### src/rtl/register_file_rt.sv
// Multi-ported renaming register file: data, ROB tag and filled scoreboard per register.
// Optional REGFILE_COMMIT_BYPASS_EN forwards same-cycle matching commits to the read ports.
module register_file_rt #(
    parameter int unsigned N_RD_PORTS  = 3,
    parameter int unsigned N_RSV_PORTS = 1,
    parameter int unsigned N_WR_PORTS  = 1,
    parameter int unsigned DATA_W      = 32,
    parameter int unsigned REG_ADDR_W  = 5,
    parameter int unsigned RSV_ID_W    = 4,
    parameter bit          ZERO_REG    = 1'b1
) (
    input  logic                                     clk,
    input  logic                                     rst,
    input  logic                                     branch_miss,
    input  logic [N_RSV_PORTS-1:0]                   rsv,
    input  logic [N_RSV_PORTS*REG_ADDR_W-1:0]        rsv_addr,
    input  logic [N_RSV_PORTS*RSV_ID_W-1:0]          rsv_id,
    input  logic [N_WR_PORTS-1:0]                    we,
    input  logic [N_WR_PORTS*RSV_ID_W-1:0]           wr_que_addr,
    input  logic [N_WR_PORTS*REG_ADDR_W-1:0]         wr_addr,
    input  logic [N_WR_PORTS*DATA_W-1:0]             wr_data,
    input  logic [N_RD_PORTS*REG_ADDR_W-1:0]         rd_addrs,
    output logic [N_RD_PORTS*(DATA_W+RSV_ID_W)-1:0]  rd_data,
    output logic [N_RD_PORTS-1:0]                    rd_data_filled,
    output logic [REG_ADDR_W:0]                      busy_cnt
);

    localparam int unsigned N_REGS  = 1 << REG_ADDR_W;
    localparam int unsigned ENTRY_W = DATA_W + RSV_ID_W;
    localparam int unsigned CNT_W   = REG_ADDR_W + 1;

    logic [DATA_W-1:0]   data_q   [N_REGS];
    logic [DATA_W-1:0]   data_d   [N_REGS];
    logic [RSV_ID_W-1:0] tag_q    [N_REGS];
    logic [RSV_ID_W-1:0] tag_d    [N_REGS];
    logic                filled_q [N_REGS];
    logic                filled_d [N_REGS];
    logic [CNT_W-1:0]    busy_q;
    logic [CNT_W-1:0]    busy_d;

    // Next state: commits first, then flush or reserves override tag/filled.
    always_comb begin
        logic [REG_ADDR_W-1:0] wa;
        logic [REG_ADDR_W-1:0] ra;
        data_d   = data_q;
        tag_d    = tag_q;
        filled_d = filled_q;
        busy_d   = '0;
        wa       = '0;
        ra       = '0;
        for (int w = 0; w < int'(N_WR_PORTS); w++) begin
            wa = wr_addr[w*REG_ADDR_W +: REG_ADDR_W];
            if (we[w] && !(ZERO_REG && wa == '0)) begin
                data_d[wa] = wr_data[w*DATA_W +: DATA_W];
                if (tag_q[wa] == wr_que_addr[w*RSV_ID_W +: RSV_ID_W]) begin
                    filled_d[wa] = 1'b1;
                end
            end
        end
        if (branch_miss) begin
            for (int i = 0; i < int'(N_REGS); i++) begin
                tag_d[i]    = '0;
                filled_d[i] = 1'b1;
            end
        end else begin
            for (int r = 0; r < int'(N_RSV_PORTS); r++) begin
                ra = rsv_addr[r*REG_ADDR_W +: REG_ADDR_W];
                if (rsv[r] && !(ZERO_REG && ra == '0)) begin
                    tag_d[ra]    = rsv_id[r*RSV_ID_W +: RSV_ID_W];
                    filled_d[ra] = 1'b0;
                end
            end
        end
        for (int i = 0; i < int'(N_REGS); i++) begin
            busy_d = busy_d + CNT_W'(!filled_d[i]);
        end
    end

    always_ff @(posedge clk or posedge rst) begin
        if (rst) begin
            for (int i = 0; i < int'(N_REGS); i++) begin
                data_q[i]   <= '0;
                tag_q[i]    <= '0;
                filled_q[i] <= 1'b1;
            end
            busy_q <= '0;
        end else begin
            data_q   <= data_d;
            tag_q    <= tag_d;
            filled_q <= filled_d;
            busy_q   <= busy_d;
        end
    end

    // Read ports: registered state, optionally overlaid with matching same-cycle commits.
    always_comb begin
        logic [REG_ADDR_W-1:0] a;
        logic [DATA_W-1:0]     rdat;
        logic [RSV_ID_W-1:0]   rtag;
        logic                  rfill;
        rd_data        = '0;
        rd_data_filled = '0;
        a              = '0;
        rdat           = '0;
        rtag           = '0;
        rfill          = 1'b1;
        for (int p = 0; p < int'(N_RD_PORTS); p++) begin
            a     = rd_addrs[p*REG_ADDR_W +: REG_ADDR_W];
            rdat  = data_q[a];
            rtag  = tag_q[a];
            rfill = filled_q[a];
`ifdef REGFILE_COMMIT_BYPASS_EN
            for (int w = 0; w < int'(N_WR_PORTS); w++) begin
                if (we[w] && wr_addr[w*REG_ADDR_W +: REG_ADDR_W] == a &&
                    tag_q[a] == wr_que_addr[w*RSV_ID_W +: RSV_ID_W]) begin
                    rdat  = wr_data[w*DATA_W +: DATA_W];
                    rfill = 1'b1;
                end
            end
`endif
            if (ZERO_REG && a == '0) begin
                rdat  = '0;
                rtag  = '0;
                rfill = 1'b1;
            end
            rd_data[p*ENTRY_W +: ENTRY_W] = {rtag, rdat};
            rd_data_filled[p]             = rfill;
        end
    end

    assign busy_cnt = busy_q;

endmodule

### config.mk
export PLATFORM = sky130hd
export DESIGN_NAME = register_file_rt
export DESIGN_NICKNAME = d
export VERILOG_FILES = /design/src/rtl/register_file_rt.sv
export SDC_FILE = /design/constraint.sdc
export NUM_CORES = 2
export LEC_CHECK = 0
export CAP_MARGIN = 25
export CORE_MARGIN = 10
export CORE_UTILIZATION = 35
export CTS_BUF_LIST = sky130_fd_sc_hd__clkbuf_4
export DETAILED_ROUTE_END_ITERATION = 8
export DONT_BUFFER_PORTS = 1
export PLACE_DENSITY = 0.58
export SYNTH_ARGS = -nofsm -noshare
export SYNTH_HDL_FRONTEND = slang
export SYNTH_SLANG_ARGS = --single-unit
### constraint.sdc
create_clock -name clk -period 41.9 [get_ports clk]
set_input_delay 4.19 -clock clk [delete_from_list [all_inputs] [get_ports clk]]
set_output_delay 4.19 -clock clk [all_outputs]
set_load 0.1 [all_outputs]
=== After elaboration in Yosys (flattened, before gate mapping) ===
Cells that the tools add are included.

* Bitwise logic cells: 8
* Equality and inequality tests: 1
* Reductions and logical operators: 44
* Add/subtract/negate cells: 31
* Mux-type cells: 55
* Magnitude comparators: 7

{| class="wikitable"
|+ Operator list
! cell !! number
|-
| $bwmux W1024 || 1
|-
| $bmux W32 S5 || 3
|-
| $mux W32 || 14
|-
| $mux W128 || 2
|-
| $demux W32 S5 || 1
|-
| $add A6 B1 Y6 || 26
|-
| $bwmux W128 || 1
|-
| $bmux W4 S5 || 4
|-
| $mux W4 || 12
|-
| $logic_not A1 Y1 || 34
|-
| $and A32 B32 Y32 || 1
|-
| $not A32 Y32 || 1
|-
| $or A32 B32 Y32 || 1
|-
| $ge A6 B6 Y1 const B || 5
|-
| $not A5 Y6 || 5
|-
| $logic_not A5 Y1 || 5
|-
| $demux W4 S5 || 1
|-
| $bmux W1 S5 || 3
|-
| $lt A6 B1 Y1 const B || 2
|-
| $mux W1 || 11
|-
| $demux W1 S5 || 2
|-
| $add A5 B1 Y6 || 1
|-
| $add A4 B1 Y5 || 1
|-
| $add A3 B1 Y4 || 1
|-
| 5 further kinds || 8
|}

* Word-level logic and storage cells: 243
* Bits in registers: 1,190
* Input port bits: 70

=== Longest topological paths before layout ===
* Depth in word-level cells: 43
* Gate-level depth with buffers: 27

=== Worst setup path before layout ===
Ideal clock, no wire load.

* Kind: input -> output
* Start: input port rd_addrs[1]
* End: output port rd_data[26]
* Slack: 30.670 ns
* Arrival time: 7.040 ns
* Required time: 37.710 ns
* Cell stages on the path: 7
* Path through: clkbuf_1 buf_1 buf_1 mux4_2 mux4_2 mux2i_1 nor2_1

* Word-level cells in the longest chain between the ends: 5
* Elaborated cells between the ends (all ways): 6
* Classes of those cells: mux (4); bitwise (1); reduce/logical (1)

{| class="wikitable"
|+ Ends and longest elaborated chain
! item !! line !! RTL
|-
| start: declaration || 22 || <nowiki>input logic [N_RD_PORTS*REG_ADDR_W-1:0] rd_addrs,</nowiki>
|-
| $not A5 Y6 (implied by the code) || 109 || <nowiki>rdat = data_q[a];</nowiki>
|-
| $bmux W32 S5 || 109 ||
|-
| $mux W32 (implied by the code) (2 in series) || 109 ||
|-
| $mux W32 (*) || 121 || <nowiki>if (ZERO_REG && a == '0) begin</nowiki>
|-
| end: declaration || 23 || <nowiki>output logic [N_RD_PORTS*(DATA_W+RSV_ID_W)-1:0] rd_data,</nowiki>
|}

Every way passes the cells marked *; elsewhere a longest branch is shown, timed or not. The select of a mux whose other input is x is not followed.

=== Final worst setup path ===
* Start: input port rd_addrs[5]
* End: output port rd_data_filled[1]

* Word-level cells in the longest chain between the ends: 5
* Elaborated cells between the ends (all ways): 6
* Classes of those cells: mux (4); bitwise (1); reduce/logical (1)

{| class="wikitable"
|+ Ends and longest elaborated chain
! item !! line !! RTL
|-
| $not A5 Y6 (implied by the code) || 111 || <nowiki>rfill = filled_q[a];</nowiki>
|-
| $bmux W1 S5 || 111 ||
|-
| $mux W1 (implied by the code) (2 in series) || 111 ||
|-
| $mux W1 (*) || 121 ||
|-
| end: declaration || 24 || <nowiki>output logic [N_RD_PORTS-1:0] rd_data_filled,</nowiki>
|}

Marks and branches as above.

==> metrics.md <==
| Metric | Value |
|---|---|
| Status | finished clean |
| Final Max Tran Viols | 0 |
| Clk_lat worst skew | 1.33 ns |
| Starting Density | 35.2% |
| Register bit total from synthesis | 1,190 |
| Ports | 187 |
| H-tree depth | 5 |
| Cells after Synth | 4,809 |
| Wire length per cell after detailed routing | 32.1 um |
| Drt via density | 6.21 |
| Kind of critical path | in -> out |
| CP delay by family, top | simple AND/OR/NAND/NOR gates |
| Die Footprint | 232,000 um^2 |
| Dpl hpwl | 128 mm |
| CP Depth | 5 |
| RSZ-0062 raised after global routing | false |
| Most used cell, CP | buf_4 |
| Slowest stage delay, CP | 0.83 ns |
| Final TNS setup | 0 ns |
| Pin count of the biggest net entering global routing | 298 |
| Setup crit end | rd_data_filled[1] |
| Hold/Removal Path Class | reg -> reg |
| # Post-CTS Setup Buffers | 0 |
| Root Driver | clkbuf_4 |
| Ys async rst share | 100% |
| Utilization after layout | 38.7% |
| PD cells | 43.8 nW/um^2 |
| Layout cell share with drive strength beyond 1 | 57.5% |
| Max Fclk | 86.3 MHz |
| Worst Max-Slew Pin Slew | 1.14 ns |
| Crit end category | output pin |
| Crit path time final | 11.59 ns |
| Avg Synthesized Cell Area | 15.5 um^2 |
| Drt pass-1 iters | 6 |
| Sequential-to-total area share from yosys stat | 39.9% |
| Remaining antenna violation count | 0 |
| Most common cell after layout, fill and taps aside | dfrtp_1 |
| Worst slew margin | 23.7% |
| Worst endpoint required time | 37.71 ns |
| Final number of hold-violating endpoints | 0 |
| Tot Pwr | 0.00360 W |
| Chip height | 482 um |
| Vias in the first global route | 50,700 |
| CTS tree | yes |
| Ys flop type | dfrtp_1 |
| Reg2Reg Depth | 23 |
| Distinct cells, synth | 50 |
| CTS Buffer Depth | 4 |
| Port buffer count | 0 |
| RePlAce Congestion | 0.809 |
| Initial antenna violation count | 6 |
| Ys Warns | 0 |
| Reg clk slew, reported paths | 0.06 ns |
| Post-CTS sizing | 0 |
| Reg-to-reg slack, setup | 34.91 ns |
| GRT overflow | 0 |
| # setup viols final | 0 |
| CP startpoint kind | input port |
| Layout Nets | 4,804 |
| Rows | 169 |
| Data arrival, critical path | 7.40 ns |
| Crit. Startpoint | rd_addrs[5] |
| CTS buffer count | 358 |
| Clock sinks | 1,190 |
| First-pass GRT wire length | 362 mm |
| Drc violations | 0 |
| Static leakage | 33.4 nW |
| Core Footprint | 212,000 um^2 |
| Initial DRC Count | 4,698 |
| GRT Util Overall | 21.2% |
| Final period util | 27.7% |
| Peak supply drop | 0.0308 mV |
| Post-Syn Area | 74,700 um^2 |
| Area grow syn2layout | 10.0% |
| Fin Clk Skew | 0.0416 ns |
| Reg-to-reg endpoint | busy_cnt[4] |
| Die X | 482 um |
| Post-synth EDFFs | 0 |
| Final WL | 249 mm |
| CTS Hold Bufs | 0 |
| Mapped Nets | 4,910 |
| Max-capacitance violation count | 0 |
| Vias | 48,200 |
| Worst-path fanout max | 297 |
| Ordered cell list for the critical path | or4_1, nor2_4, buf_4, a211o_1, buf_4 |
| Most frequent cells in the layout | 1,158 x dfrtp_1, 1,123 x mux4_2, 869 x mux2_2 |
| Critical-path top delay cell | or4_1 |
| Buf/Inv on CP | 2 |
| R2r startpoint | tag_q[98] |
[report_power, final]
group / switching [W] / total, W / internal [W]
clock network: 0.000526 / 0.00112 / 0.000592
logic: 0.000443 / 0.000972 / 0.000529
registers: 0.000171 / 0.00151 / 0.00134
total: 0.00114 / 0.00360 / 0.00246
[Yosys cell counts, types with 32 or more instances]
cell type | instances | area share [%]
mux4_2 | 1123 | 34
nand2_1 | 130 | 0.65
a21oi_1 | 105 | 0.70
nor2_1 | 190 | 0.96
mux2_1 | 123 | 1.9
clkbuf_1 | 318 | 1.6
nand3_1 | 85 | 0.57
buf_1 | 146 | 0.73
mux2_2 | 869 | 13
dfrtp_1 | 1158 | 39
dfstp_2 | 32 | 1.1
mux2i_1 | 195 | 2.6
buf_2 | 101 | 0.68
inv_1 | 48 | 0.24
[per-stage QoR]
step	std cells	setup slack [ns]	cell area [um^2]	hold WS [ns]
after floorplan	4809	4.24	74700	0.458
after global placement	7130	30.61	77000	0.392
after detailed placement	7160	30.59	77800	0.402
after CTS	7746	30.48	82100	0.416
after global routing	7757	30.42	82100	0.430
final	7757	30.31	82100	0.412
[routing by layer]
layer	vias to the layer above	global-route usage, %	wire [um]
li1	19100	-	-
met1	26200	27.5	99200
met2	2213	33.3	116000
met3	675	5.78	21600
met4	6	9.61	11700
met5	-	0	36
[final cells by class]
class / count / area [um^2]
Inverter: 48 / 188
Fill cell: 19700 / 130000
Sequential cell: 1190 / 29800
Clock inverter: 58 / 330
Multi-Input combinational cell: 2995 / 42900
Antenna cell: 7 / 17.5
Timing Repair Buffer: 110 / 1420
Tap cell: 2821 / 3530
Clock buffer: 528 / 3960
[worst min path at each step]
stage / depth (start not counted) / from / endpoint
2_1_floorplan: 1 / data_q[1000] / data_q[1000]
3_3_place_gp: 0 / data_q[1020] / data_q[1020]
3_5_place_dp: 0 / data_q[994] / data_q[994]
4_1_cts: 0 / data_q[1012] / data_q[1012]
5_1_grt: 0 / data_q[1017] / data_q[1017]
6_report: 0 / data_q[1020] / data_q[1020]
[cells by family (layout without fill, tap and decap cells)]
group,Yosys count,after routing,synth area share [%]
AO/OA/AOI/OAI,187,187,1.65
XOR/XNOR,3,3,0.0352
adder cells (fa/ha/maj),31,31,0.761
buffers and inverters,624,744,3.40
flip-flops,1190,1190,39.9
multiplexers,2310,2310,51.4
other,0,7,0
AND/OR/NAND/NOR,464,464,2.78
[sequential cells by signal, summed over array words and instances, names as in the netlist]
register and flops:
data_q 1024, filled_q 32, busy_cnt 6, tag_q 128
Power figures use the tool's default switching activity.
